$ cat src/rtl/dcache_sram_ctrl.sv
// dcache_sram_ctrl: sequences the 512x32 byte-enabled data-cache SRAM.
// The single write port is shared between line refills and CPU stores.
// The read port serves the CPU only. During a refill, a read stalls if it
// targets a word of the refill line that has not been written yet.
// Optional feature macro: DCACHE_WR_BUF_EN. It adds a one-entry write buffer
// so that a CPU store to another line can complete while a refill runs.
module dcache_sram_ctrl #(
  parameter int ADDR_W    = 9,
  parameter int DATA_W    = 32,
  parameter int BE_W      = 4,
  parameter int LINE_LOG2 = 3
) (
  input  logic                        clk,
  input  logic                        rst_n,
  input  logic                        cpu_req,
  input  logic                        cpu_we,
  input  logic [ADDR_W-1:0]           cpu_addr,
  input  logic [DATA_W-1:0]           cpu_wdata,
  input  logic [BE_W-1:0]             cpu_be,
  output logic                        cpu_ready,
  output logic                        cpu_rvalid,
  output logic [DATA_W-1:0]           cpu_rdata,
  input  logic                        fill_start,
  input  logic [ADDR_W-LINE_LOG2-1:0] fill_line,
  input  logic                        fill_valid,
  input  logic [DATA_W-1:0]           fill_data,
  output logic                        fill_ready,
  output logic                        fill_busy,
  output logic                        fill_done,
  output logic                        sram_wr_en,
  output logic [ADDR_W-1:0]           sram_wr_addr,
  output logic [DATA_W-1:0]           sram_wr_data,
  output logic [BE_W-1:0]             sram_wr_byte_en,
  output logic [ADDR_W-1:0]           sram_rd_addr,
  input  logic [DATA_W-1:0]           sram_rd_data
);
  localparam int LINE_W = ADDR_W - LINE_LOG2;
  localparam logic [LINE_LOG2-1:0] LAST_BEAT = '1;

  typedef enum logic {IDLE = 1'b0, FILL = 1'b1} state_t;

  state_t                state_reg, state_next;
  logic [LINE_LOG2-1:0]  cnt_reg, cnt_next;
  logic [LINE_W-1:0]     line_reg, line_next;
  logic                  done_next, fill_done_reg;

  logic                  rvalid_reg;
  logic [DATA_W-1:0]     rdata_hold_reg;
  logic                  snap_hit_reg;
  logic [DATA_W-1:0]     snap_data_reg;
  logic [BE_W-1:0]       snap_be_reg;

  logic                  buf_valid_reg;
  logic [ADDR_W-1:0]     buf_addr_reg;
  logic [DATA_W-1:0]     buf_data_reg;
  logic [BE_W-1:0]       buf_be_reg;

  logic                  beat, drain, accept, wr_direct, wr_ok, same_line, rd_stall;
  logic [DATA_W-1:0]     merged;

  assign beat      = (state_reg == FILL) && fill_valid;
  assign drain     = buf_valid_reg && !beat;
  assign same_line = (cpu_addr[ADDR_W-1:LINE_LOG2] == line_reg);
  // Words at or above the beat counter are not yet written, including the one written this cycle.
  assign rd_stall  = (state_reg == FILL) && same_line && (cpu_addr[LINE_LOG2-1:0] >= cnt_reg);
  assign accept    = cpu_req && cpu_ready;
  assign wr_direct = accept && cpu_we && (state_reg == IDLE);

`ifdef DCACHE_WR_BUF_EN
  logic buf_capture;
  assign wr_ok       = !buf_valid_reg && ((state_reg == IDLE) || !same_line);
  assign buf_capture = accept && cpu_we && (state_reg == FILL);

  // One-entry write buffer: captured during a refill, cleared on its drain cycle.
  always_ff @(posedge clk) begin
    if (!rst_n) begin
      buf_valid_reg <= 1'b0;
      buf_addr_reg  <= '0;
      buf_data_reg  <= '0;
      buf_be_reg    <= '0;
    end else if (buf_capture) begin
      buf_valid_reg <= 1'b1;
      buf_addr_reg  <= cpu_addr;
      buf_data_reg  <= cpu_wdata;
      buf_be_reg    <= cpu_be;
    end else if (drain) begin
      buf_valid_reg <= 1'b0;
    end
  end
`else
  assign wr_ok         = (state_reg == IDLE);
  assign buf_valid_reg = 1'b0;
  assign buf_addr_reg  = '0;
  assign buf_data_reg  = '0;
  assign buf_be_reg    = '0;
`endif

  // FSM state register plus refill counter, line latch and done pulse.
  always_ff @(posedge clk) begin
    if (!rst_n) begin
      state_reg     <= IDLE;
      cnt_reg       <= '0;
      line_reg      <= '0;
      fill_done_reg <= 1'b0;
    end else begin
      state_reg     <= state_next;
      cnt_reg       <= cnt_next;
      line_reg      <= line_next;
      fill_done_reg <= done_next;
    end
  end

  // Next-state logic: start on fill_start, finish on the last accepted beat.
  always_comb begin
    state_next = state_reg;
    cnt_next   = cnt_reg;
    line_next  = line_reg;
    done_next  = 1'b0;
    case (state_reg)
      IDLE: begin
        if (fill_start) begin
          state_next = FILL;
          line_next  = fill_line;
          cnt_next   = '0;
        end
      end
      FILL: begin
        if (fill_valid) begin
          cnt_next = cnt_reg + LINE_LOG2'(1);
          if (cnt_reg == LAST_BEAT) begin
            state_next = IDLE;
            done_next  = 1'b1;
          end
        end
      end
      default: state_next = IDLE;
    endcase
  end

  // Outputs: handshakes and write-port arbitration (refill > buffer drain > CPU store).
  always_comb begin
    fill_busy       = (state_reg == FILL);
    fill_ready      = (state_reg == FILL);
    fill_done       = fill_done_reg;
    cpu_ready       = cpu_we ? wr_ok : !rd_stall;
    sram_rd_addr    = cpu_addr;
    sram_wr_en      = 1'b0;
    sram_wr_addr    = cpu_addr;
    sram_wr_data    = cpu_wdata;
    sram_wr_byte_en = cpu_be;
    if (beat) begin
      sram_wr_en      = 1'b1;
      sram_wr_addr    = {line_reg, cnt_reg};
      sram_wr_data    = fill_data;
      sram_wr_byte_en = {BE_W{1'b1}};
    end else if (drain) begin
      sram_wr_en      = 1'b1;
      sram_wr_addr    = buf_addr_reg;
      sram_wr_data    = buf_data_reg;
      sram_wr_byte_en = buf_be_reg;
    end else if (wr_direct) begin
      sram_wr_en      = 1'b1;
    end
  end

  // Read return: valid one cycle after acceptance; snapshot of any buffered store to the same word.
  always_ff @(posedge clk) begin
    if (!rst_n) begin
      rvalid_reg     <= 1'b0;
      rdata_hold_reg <= '0;
      snap_hit_reg   <= 1'b0;
      snap_data_reg  <= '0;
      snap_be_reg    <= '0;
    end else begin
      rvalid_reg <= accept && !cpu_we;
      if (rvalid_reg) begin
        rdata_hold_reg <= merged;
      end
      if (accept && !cpu_we) begin
        snap_hit_reg  <= buf_valid_reg && (buf_addr_reg == cpu_addr);
        snap_data_reg <= buf_data_reg;
        snap_be_reg   <= buf_be_reg;
      end
    end
  end

  // Buffered bytes override the SRAM word so a read never sees a store still in flight.
  genvar gi;
  generate
    for (gi = 0; gi < BE_W; gi++) begin : g_merge
      assign merged[gi*8 +: 8] = (snap_hit_reg && snap_be_reg[gi]) ? snap_data_reg[gi*8 +: 8]
                                                                   : sram_rd_data[gi*8 +: 8];
    end
  endgenerate

  assign cpu_rvalid = rvalid_reg;
  assign cpu_rdata  = rvalid_reg ? merged : rdata_hold_reg;

endmodule

$ cat config.mk
export PLATFORM = sky130hd
export DESIGN_NAME = dcache_sram_ctrl
export DESIGN_NICKNAME = d
export VERILOG_FILES = /design/src/rtl/dcache_sram_ctrl.sv
export SDC_FILE = /design/constraint.sdc
export NUM_CORES = 1
export LEC_CHECK = 0
export CAP_MARGIN = 40
export CORE_AREA = 5 5 91 115
export DETAILED_ROUTE_END_ITERATION = 6
export DIE_AREA = 0 0 96 120
export GPL_ROUTABILITY_DRIVEN = 0
export HOLD_SLACK_MARGIN = 0.15
export PLACE_DENSITY = 0.81
export SETUP_SLACK_MARGIN = 0.2
export SYNTH_ARGS = -nofsm -noshare
export SYNTH_HDL_FRONTEND = slang
export SYNTH_SLANG_ARGS = --single-unit
$ cat constraint.sdc
create_clock -name clk -period 1.4 [get_ports clk]
set_input_delay 0.21 -clock clk [delete_from_list [all_inputs] [get_ports clk]]
set_output_delay 0.21 -clock clk [all_outputs]
set_load 0.01 [all_outputs]
==> metrics.txt <==
all-layer global routing usage=between 20% and 30%; crit path launch type=register; largest net degree at the start of global routing=31; Cells after Synth=230; DP Wirelength=8.30 mm; reg-to-reg endpoint=cpu_rvalid; Iter 0 DRT Violations=100; ys flop type=dfxtp_1; worst hold path depth=3; Peak VDD IR=approximately 0.0006 V; Hold EP=cpu_rvalid; Top Layer Used=met4; CTS sink count=44; Final Cycle Share=130%; total gr overflow=0; drt wl/cell=between 15 and 20 um; Yosys cell types=27; root buf cell=clkbuf_16; Max-cap violations=0; die width=roughly 96 um; post-layout util=between 60 and 70%; Vias=2932; R2R depth=7; Die H=between 100 and 150 um; final setup margin=-421 ps; Worst Clk Skew=3.85 ps; hold_sp=cpu_req; Max Fclk=between 500 and 600 MHz; R2R Setup Slk=-200 ps; PwrDens=roughly 680 mW/mm^2; Post-synth EDFFs=0; post-route DRC violation count=0; Period minus WS final=about 1800 ps; Met1 Wirelength=roughly 4.2 mm; worst flop-to-flop path startpoint=cnt_reg[0]; Max FO, Critical Path=2; Hold Crit Class=in -> reg; Relative slew margins=about four fifths; status=finished, violations left; vias per cell=between 4 and 5; Post-Route WL=~13 mm; Setup TNS Final=-21900 ps; P&R area growth vs syn=131%; initial antenna violation count=1; Starting Density=approximately 30%; Met3 Wirelength=roughly 1.1 mm; Slew Limit Fails=0; kind of critical path=reg -> out; wire length on met2=about 7 mm; Clock Tree Buf Depth=2; TritonCTS buffer count=5; Rows=40; Mapped Nets=about 360; Worst-Margin Slew=324 ps; I/O Pins=213; clk slew on worst S/H paths=approximately 60 ps; failing checks=negative setup slack; Synth async-reset ratio=0%; Post-Syn Area per Cell=~12 um^2; YS warnings=0; first-pass GRT wire length=17.8 mm; Cell Area, Synth=approximately 0.0028 mm^2; drt first pass iters=4; DIE AREA=0.0115 mm^2; register area share after synthesis=between 30% and 40%; Final ANT Viol Nets=0; CTS H-tree depth=2; Core Box Area=just over 0.009 mm^2; Yosys reg bits=44; Crit. End Element=primary output; WP data required=1190 ps; worst skew pair latency=280 ps; static leakage=between 0.003 and 0.004 uW; CTS tree=done; layout cell share with drive strength beyond 1=approximately 60%; I/O Buffers=~210; Final Hold Fails=0; final setup vio count=between 80 and 90; nets@finish=roughly 640; arrival time worst endpoint=~1600 ps; RSZ-0062 raised after global routing=yes; vias in the first global route=about 3300; max reg flops=32
where the power goes:
part	total [uW]	switching (uW)	internal, uW	leakage (uW)
logic	1720	567	1160	0.00257
registers	1320	23.8	1300	0.000360
clock network	1310	471	839	0.0000808
per-layer routing:
metal | up-vias | GRT usage, %
met5 | - | 0
met4 | 0 | 7.03
met3 | 25 | 6.52
met1 | 1391 | 19.4
met2 | 163 | 38.4
li1 | 1353 | -
critical path, cell delays in order (launching register included):
cell,delay (ps)
dfxtp_2,320
ha_1,280
nand2b_1,210
a31oi_4,200
nor4_4,50
o21ai_1,120
buf_2,150
what timing repair did:
action | 4_1_cts | 5_1_grt
pin swaps | 7 | 9
hold buffers | 0 | 0
setup buffers | 37 | 16
resized for setup | 505 | 52
setup endpoints to repair | 105 | 125
gates cloned | 6 | 0
worst max path at each step:
stage	from	end	slack, ps	cells after the start
global placement	cpu_addr[0]	cpu_ready	-920	8
finish	cnt_reg[0]	cpu_ready	-420	6
floorplan	cnt_reg[2]	cpu_ready	30	6
detailed placement	cpu_addr[0]	cpu_ready	-1000	8
CTS	cnt_reg[2]	cpu_ready	-460	7
global route	cnt_reg[2]	cpu_ready	-480	7
logic make-up (layout without fill, tap and decap cells):
kind of cell | count (synthesis) | after routing | share of synthesized area, %
muxes | 78 | 78 | 40.4
and+or+nand+nor | 57 | 57 | 12.7
DFF | 44 | 44 | 31.6
buffers and inverters | 28 | 317 | 8.52
AOI/OAI and AO/OA | 12 | 12 | 2.69
xor gates and xnor gates | 6 | 6 | 1.88
adders and majority gates | 5 | 5 | 2.24
other | 0 | 1 | 0
Yosys cell counts, drive strengths merged, types with 3 or more instances:
cell type / count / share of area [%]
dfxtp: 44 / 32
xnor2: 4 / 1.3
and2: 33 / 7.8
o21ai: 6 / 1.1
ha: 5 / 2.2
nand2b: 5 / 1.1
buf: 20 / 7.4
inv: 3 / 0.40
mux2i: 7 / 2.5
nor2b: 9 / 2.0
mux2: 71 / 38
nand2: 7 / 1.2
clkbuf: 5 / 0.72
layout by cell type (no fill, tap or decap), drive strengths merged, types with 3 or more instances in the layout:
cell type / Yosys / routed
and2: 33 / 33
buf: 20 / 178
clkbuf: 5 / 6
clkdlybuf4s15: 0 / 6
clkdlybuf4s50: 0 / 110
dfxtp: 44 / 44
dlygate4sd2: 0 / 10
ha: 5 / 5
inv: 3 / 3
mux2: 71 / 71
mux2i: 7 / 7
nand2: 7 / 7
nand2b: 5 / 5
nor2b: 9 / 9
o21ai: 6 / 6
xnor2: 4 / 4
layout make-up:
| class | instances | area [um^2] |
|---|---|---|
| multi-input combinational | 158 | 1850 |
| antenna | 1 | 2.50 |
| clock inverter | 2 | 35.0 |
| sequential | 44 | 891 |
| inverter | 3 | 11.3 |
| fill | 598 | 2870 |
| timing repair buffer | 306 | 3360 |
| tap | 126 | 158 |
| clock buffer | 6 | 129 |
metrics by stage:
stage | setup slack [ps] | instance area [um^2] | std cells | hold WS [ps] | total power [uW]
floorplan | 26.6 | 2840 | 230 | 275 | 1910
detailed placement | -997 | 5210 | 578 | 563 | 2700
CTS | -459 | 6140 | 629 | 528 | 4280
global route | -481 | 6440 | 646 | 551 | 4550
global placement | -925 | 5210 | 578 | 561 | 2680
finish | -421 | 6440 | 646 | 537 | 4350
(Power assumes the default switching activity.)
